$ cat config.mk
export PLATFORM = sky130hd
export DESIGN_NAME = p05_uart_tx
export DESIGN_NICKNAME = d
export VERILOG_FILES = /design/src/rtl/p05_uart_tx_pkg.sv /design/src/rtl/p05_uart_tx_baud_tick.sv /design/src/rtl/p05_uart_tx.sv
export SDC_FILE = /design/constraint.sdc
export NUM_CORES = 1
export LEC_CHECK = 0
export CAP_MARGIN = 20
export CORE_MARGIN = 3
export CORE_UTILIZATION = 30
export CTS_CLUSTER_SIZE = 12
export DETAILED_ROUTE_END_ITERATION = 8
export GPL_TIMING_DRIVEN = 1
export PLACE_DENSITY_LB_ADDON = 0.3
export SLEW_MARGIN = 10
export SYNTH_ARGS = -nofsm -noshare
export SYNTH_HDL_FRONTEND = slang
export SYNTH_SLANG_ARGS = --single-unit
$ cat constraint.sdc
create_clock -name clk -period 4.1 [get_ports clk]
set_input_delay 0.615 -clock clk [delete_from_list [all_inputs] [get_ports clk]]
set_output_delay 0.615 -clock clk [all_outputs]
set_load 0.02 [all_outputs]
$ cat src/rtl/p05_uart_tx_pkg.sv
// Shared definitions for the p05 UART transmitter: FSM state encoding and
// frame-length helper.
package p05_uart_tx_pkg;

    // Transmitter FSM states, 3-bit encoding (IDLE is all-zero so reset is obvious)
    typedef enum logic [2:0] {
        ST_IDLE   = 3'd0,
        ST_START  = 3'd1,
        ST_DATA   = 3'd2,
        ST_PARITY = 3'd3,
        ST_STOP   = 3'd4
    } p05_state_e;

    // Number of data bits in every frame
    localparam int unsigned DATA_BITS = 8;

    // Clock cycles from the first start-bit cycle to the last stop-bit cycle
    function automatic int unsigned frame_cycles(input int unsigned clks_per_bit,
                                                 input int unsigned parity_en,
                                                 input int unsigned stop_bits);
        return (1 + DATA_BITS + parity_en + stop_bits) * clks_per_bit;
    endfunction

endpackage

$ cat src/rtl/p05_uart_tx_baud_tick.sv
// Bit-period timer: emits a one-cycle tick on the last cycle of every
// CLKS_PER_BIT-cycle bit period. While clr is high the counter is held at 0
// and no tick is produced, so the first period after clr drops is full length.
module p05_baud_tick #(
    parameter int unsigned CLKS_PER_BIT = 16,
    localparam int unsigned CW = $clog2(CLKS_PER_BIT)
) (
    input  logic clk,
    input  logic rst_n,
    input  logic clr,
    output logic tick
);

    localparam logic [CW-1:0] LAST = CW'(CLKS_PER_BIT - 1);

    logic [CW-1:0] cnt;

    // Count cycles within a bit period, wrapping to 0 at the bit boundary
    always_ff @(posedge clk or negedge rst_n) begin
        if (!rst_n) begin
            cnt <= '0;
        end else if (clr) begin
            cnt <= '0;
        end else if (cnt == LAST) begin
            cnt <= '0;
        end else begin
            cnt <= cnt + 1'b1;
        end
    end

    assign tick = !clr && (cnt == LAST);

endmodule

$ cat src/rtl/p05_uart_tx.sv
// UART transmitter: accepts a byte with a valid/ready handshake and sends a
// start bit, 8 data bits LSB first, optional even parity, and 1 or 2 stop bits.
//
// Handshake: a byte is accepted on a rising edge where valid=1 and ready=1.
// ready is a pure function of the state register (high only in IDLE) and never
// looks at valid; valid and data_in are ignored whenever ready=0.
module p05_uart_tx
    import p05_uart_tx_pkg::*;
#(
    parameter int unsigned CLKS_PER_BIT = 16,
    parameter int unsigned PARITY_EN    = 0,
    parameter int unsigned STOP_BITS    = 1
) (
    input  logic       clk,
    input  logic       rst_n,
    input  logic [7:0] data_in,
    input  logic       valid,
    output logic       ready,
    output logic       txd,
    output logic       busy,
    output logic [2:0] state_dbg
);

    localparam logic [2:0] LAST_DATA = 3'(DATA_BITS - 1);
    localparam logic [2:0] LAST_STOP = 3'(STOP_BITS - 1);

    p05_state_e state_q, state_d;
    logic [7:0] shreg_q, shreg_d;
    logic       par_q, par_d;
    logic [2:0] bit_idx_q, bit_idx_d;
    logic       txd_q, txd_d;
    logic       tick;
    logic       accept;

    // Timer runs only while a frame is on the line
    p05_baud_tick #(
        .CLKS_PER_BIT(CLKS_PER_BIT)
    ) u_baud_tick (
        .clk  (clk),
        .rst_n(rst_n),
        .clr  (ready),
        .tick (tick)
    );

    assign ready     = (state_q == ST_IDLE);
    assign busy      = !ready;
    assign accept    = valid && ready;
    assign txd       = txd_q;
    assign state_dbg = state_q;

    // State and datapath registers; reset aborts any frame and idles the line
    always_ff @(posedge clk or negedge rst_n) begin
        if (!rst_n) begin
            state_q   <= ST_IDLE;
            shreg_q   <= '0;
            par_q     <= 1'b0;
            bit_idx_q <= '0;
            txd_q     <= 1'b1;
        end else begin
            state_q   <= state_d;
            shreg_q   <= shreg_d;
            par_q     <= par_d;
            bit_idx_q <= bit_idx_d;
            txd_q     <= txd_d;
        end
    end

    // Next-state, shift register and line-level decode
    always_comb begin
        state_d   = state_q;
        shreg_d   = shreg_q;
        par_d     = par_q;
        bit_idx_d = bit_idx_q;
        txd_d     = 1'b1;

        case (state_q)
            ST_IDLE: begin
                if (accept) begin
                    state_d   = ST_START;
                    shreg_d   = data_in;
                    par_d     = ^data_in;
                    bit_idx_d = '0;
                end
            end
            ST_START: begin
                if (tick) begin
                    state_d = ST_DATA;
                end
            end
            ST_DATA: begin
                if (tick) begin
                    shreg_d   = {1'b0, shreg_q[7:1]};
                    bit_idx_d = bit_idx_q + 3'd1;
                    if (bit_idx_q == LAST_DATA) begin
                        state_d = (PARITY_EN != 0) ? ST_PARITY : ST_STOP;
                    end
                end
            end
            ST_PARITY: begin
                if (tick) begin
                    state_d = ST_STOP;
                end
            end
            ST_STOP: begin
                if (tick) begin
                    if (bit_idx_q == LAST_STOP) begin
                        state_d   = ST_IDLE;
                        bit_idx_d = '0;
                    end else begin
                        bit_idx_d = bit_idx_q + 3'd1;
                    end
                end
            end
            default: begin
                state_d = ST_IDLE;
            end
        endcase

        // Line level is registered from the state being entered, so txd
        // changes on the same edge as the state register.
        case (state_d)
            ST_START:  txd_d = 1'b0;
            ST_DATA:   txd_d = shreg_d[0];
            ST_PARITY: txd_d = par_d;
            default:   txd_d = 1'b1;
        endcase
    end

endmodule

==> impl_summary.md <==
Die
The x dimension of the die is ~67 um. The initialized floorplan defines 21 standard-cell rows. The area of the die is 4420 um^2. The initial utilization of the core area, before any placement, comes to 0.319. In this run the count of I/O pins placed on the die edge is 17.

The area of the core is between 3000 and 4000 um^2. The height of the chip is around 67 um.

Detailed routing
The remaining number of nets flagged by the antenna check after routing is 0. The DRC violations left is 0. The final layout contains routed wiring with a total length of between 2000 and 2500 um. Dividing the detail-routed via count by the number of cells gives approximately 4.7. The number of detailed-route iterations in the first pass is 4. In this run, the number of DRC markers left after iteration 0 of detailed routing was 67. The count of vias placed by the detailed router is roughly 800.

In the final routed layout, each cell accounts on average for 12.1 um.

Placed design
In this run, placement finished with an instance count of ~170. The estimated wirelength of the detail-placed design is approximately 1500 um. Input and output buffers added on the ports amount to 16. The final estimated routing congestion in global placement is between 0.7 and 0.8.

STA
Setup violations remaining at the end of the flow were counted as 0. Timing would allow up to 0.385 GHz. The final period utilization is 0.633. The transition time at the pin with the least slew margin is roughly 0.9 ns. The clock period minus worst slack is ~2.6 ns. The final count of hold timing violations is 0. Across the routed clock network, the largest skew measured is between 0.005 and 0.006 ns.

Setup repair after global routing left no endpoint under its margin. The relative max-transition margin is 0.394. The total count of max-transition violations in the final report is 0. The final hold slack is around 0.46 ns. For the final routed database, the setup TNS stands at 0 ns.

Worst setup path
Data arrives at the worst endpoint at ~2 ns. The setup path with the least slack is of type flop to primary output. The worst register-to-register path has a setup slack of a little over 2 ns. The critical path endpoint category is a primary output. The kind of launch point of the worst setup path is a flop. The endpoint required time on the critical path is between 3 and 4 ns. The maximum fanout along the worst path is 14.

Synthesis
The number of flops mapped to enable cells by yosys is 0. The most instantiated flip-flop cell in the synthesis netlist is dfrtp_1. Synthesis produced a netlist whose cell count is 110. The flip-flop and latch count after synthesis is 20. The count of yosys warnings during synthesis is 0. Of the synthesized area, sequential elements account for 0.457. The netlist uses 36 different library cells. The post-synthesis instance area is 1100 um^2. In the synthesized netlist the async set-or-reset flop fraction comes to 1.00. The post-synthesis average cell area is about 10 um^2. Synthesis produced a netlist with a net count of 125.

Final layout
Counting the fill cells in the layout gives 330. Of the cells placed in the final design, the portion with a size suffix greater than 1 is 0.105. The multi-input combinational cell area is about 540 um^2. The top cell types in the final layout, fill and taps aside, are dfrtp_1, nand2_1, clkdlybuf4s50_1, xnor2_1. The commonest non-fill, non-tap cell in the layout is dfrtp_1.

The net count of the finished layout is 140. The count of cells in the finished layout, fillers not included, comes to 170. The synthesis-to-finish area growth is 23.0%. The number of inserted diodes is 0. The area taken by flip-flops and latches is approximately 500 um^2.

CTS
Post-CTS repair changed the size of 0 cells. The CTS tree is done. In this run, post-CTS hold repair placed 0 buffers. Buffers inserted during clock tree synthesis total 3.

The insertion delay to the later sink of the worst-skew pair is 0.26 ns. The number of setup buffers added after CTS is 0. The number of sinks on the clock net is 20. After clock tree synthesis, the clock-pin slew on the worst setup and hold paths is ~0.080 ns. The worst-case clock buffer depth is 2. In this run the number of H-tree levels came out at 1.

The root buffer cell is clkbuf_8.

GRT
The aggregate global routing overflow is 0. The initial antenna violation count is 0. Entering global routing, the biggest net connects 21 pins. The first-pass GRT wire length is 3590 um. The number of global-route vias before repair is 799. The total global-route track usage is 0.107.

Min path
The type of the tightest min-delay check is flop to flop.

Run status
The run finished with clean final reports.

Pwr
The power per cell area is roughly 640 nW/um^2. Across the VDD grid, the largest voltage drop is between 0.00015 and 0.0002 V. Summed over all cells, the static leakage comes to roughly 0.59 nW.

Flow run
The number of maximum-capacitance constraint violations is 0.
cell usage after synthesis (2+ instances only):
cell type,count,share of area
buf_2,2,0.0091
nand2b_1,2,0.011
nand2_1,16,0.055
dfrtp_1,19,0.43
mux2_2,3,0.031
nor2_1,7,0.024
inv_1,6,0.020
ha_1,4,0.046
o21ai_0,3,0.014
xnor2_1,8,0.064
nor2b_1,2,0.011
nand3_1,2,0.0091
a21oi_1,5,0.023
clkbuf_1,2,0.0068
nor3b_1,2,0.014
a22oi_1,7,0.048
final timing paths:
check / from / to / cells after the start
max in group asynchronous: rst_n / u_baud_tick.cnt[1] / 1
worst min register to register: u_baud_tick.cnt[0] / u_baud_tick.cnt[0] / 1
worst max-delay path: state_dbg[0] / ready / 3
min in group asynchronous: rst_n / par_q / 1
worst max register to register: state_dbg[0] / txd / 4
worst min-delay path: u_baud_tick.cnt[0] / u_baud_tick.cnt[0] / 1
layer usage:
layer / track usage / vias to the layer above / part of all wire
met1: 0.130 / 376 / 0.46
li1: - / 410 / -
met2: 0.183 / 10 / 0.50
met3: 0.0118 / 2 / 0.022
met4: 0.0609 / 0 / 0.015
met5: 0 / - / 0
metrics by stage:
step / worst slack, ns / cell area [um^2] / power, mW / utilization
floorplan: 2.09 / 1100 / 0.569 / -
global placement: 1.69 / 1280 / 0.660 / 0.372
detailed placement: 1.62 / 1280 / 0.669 / 0.372
CTS: 1.49 / 1350 / 0.870 / 0.393
global route: 1.40 / 1350 / 0.933 / 0.393
finish: 1.51 / 1350 / 0.859 / 0.393
state kept, by name, summed over array words and instances, names as in the netlist:
signal,cells
txd,1
shreg_q,8
par_q,1
u_baud_tick.cnt,4
bit_idx_q,3
state_dbg,3
layout make-up:
type	instances	share of cell area
clock buffers	3	0.0306
clock inverters	1	0.0222
inverters	6	0.0167
multi-input cells	78	0.398
flip-flops and latches	20	0.371
well taps	46	0.0426
repair buffers	16	0.119
cells by family (layout without fill, tap and decap cells):
logic type / count (synthesis) / after routing / synth area share
adder cells (fa/ha/maj): 4 / 4 / 0.0456
AND/OR/NAND/NOR: 38 / 38 / 0.186
multiplexers: 3 / 3 / 0.0307
AO/OA/AOI/OAI: 24 / 24 / 0.156
flip-flops: 20 / 20 / 0.457
XOR/XNOR: 9 / 9 / 0.0718
buffers and inverters: 12 / 26 / 0.0535
where the power goes:
group	total [mW]	switching, mW	internal (mW)
clock	0.198	0.0674	0.130
combinational	0.308	0.157	0.151
sequential	0.353	0.0756	0.278
total	0.859	0.300	0.559
worst max-delay path, cell delays in order, from the launching register on:
cell and delay [ns]:
dfrtp_1 0.54, or3_1 0.49, inv_1 0.09, clkdlybuf4s50_1 0.60
Power figures use the tool's default switching activity.
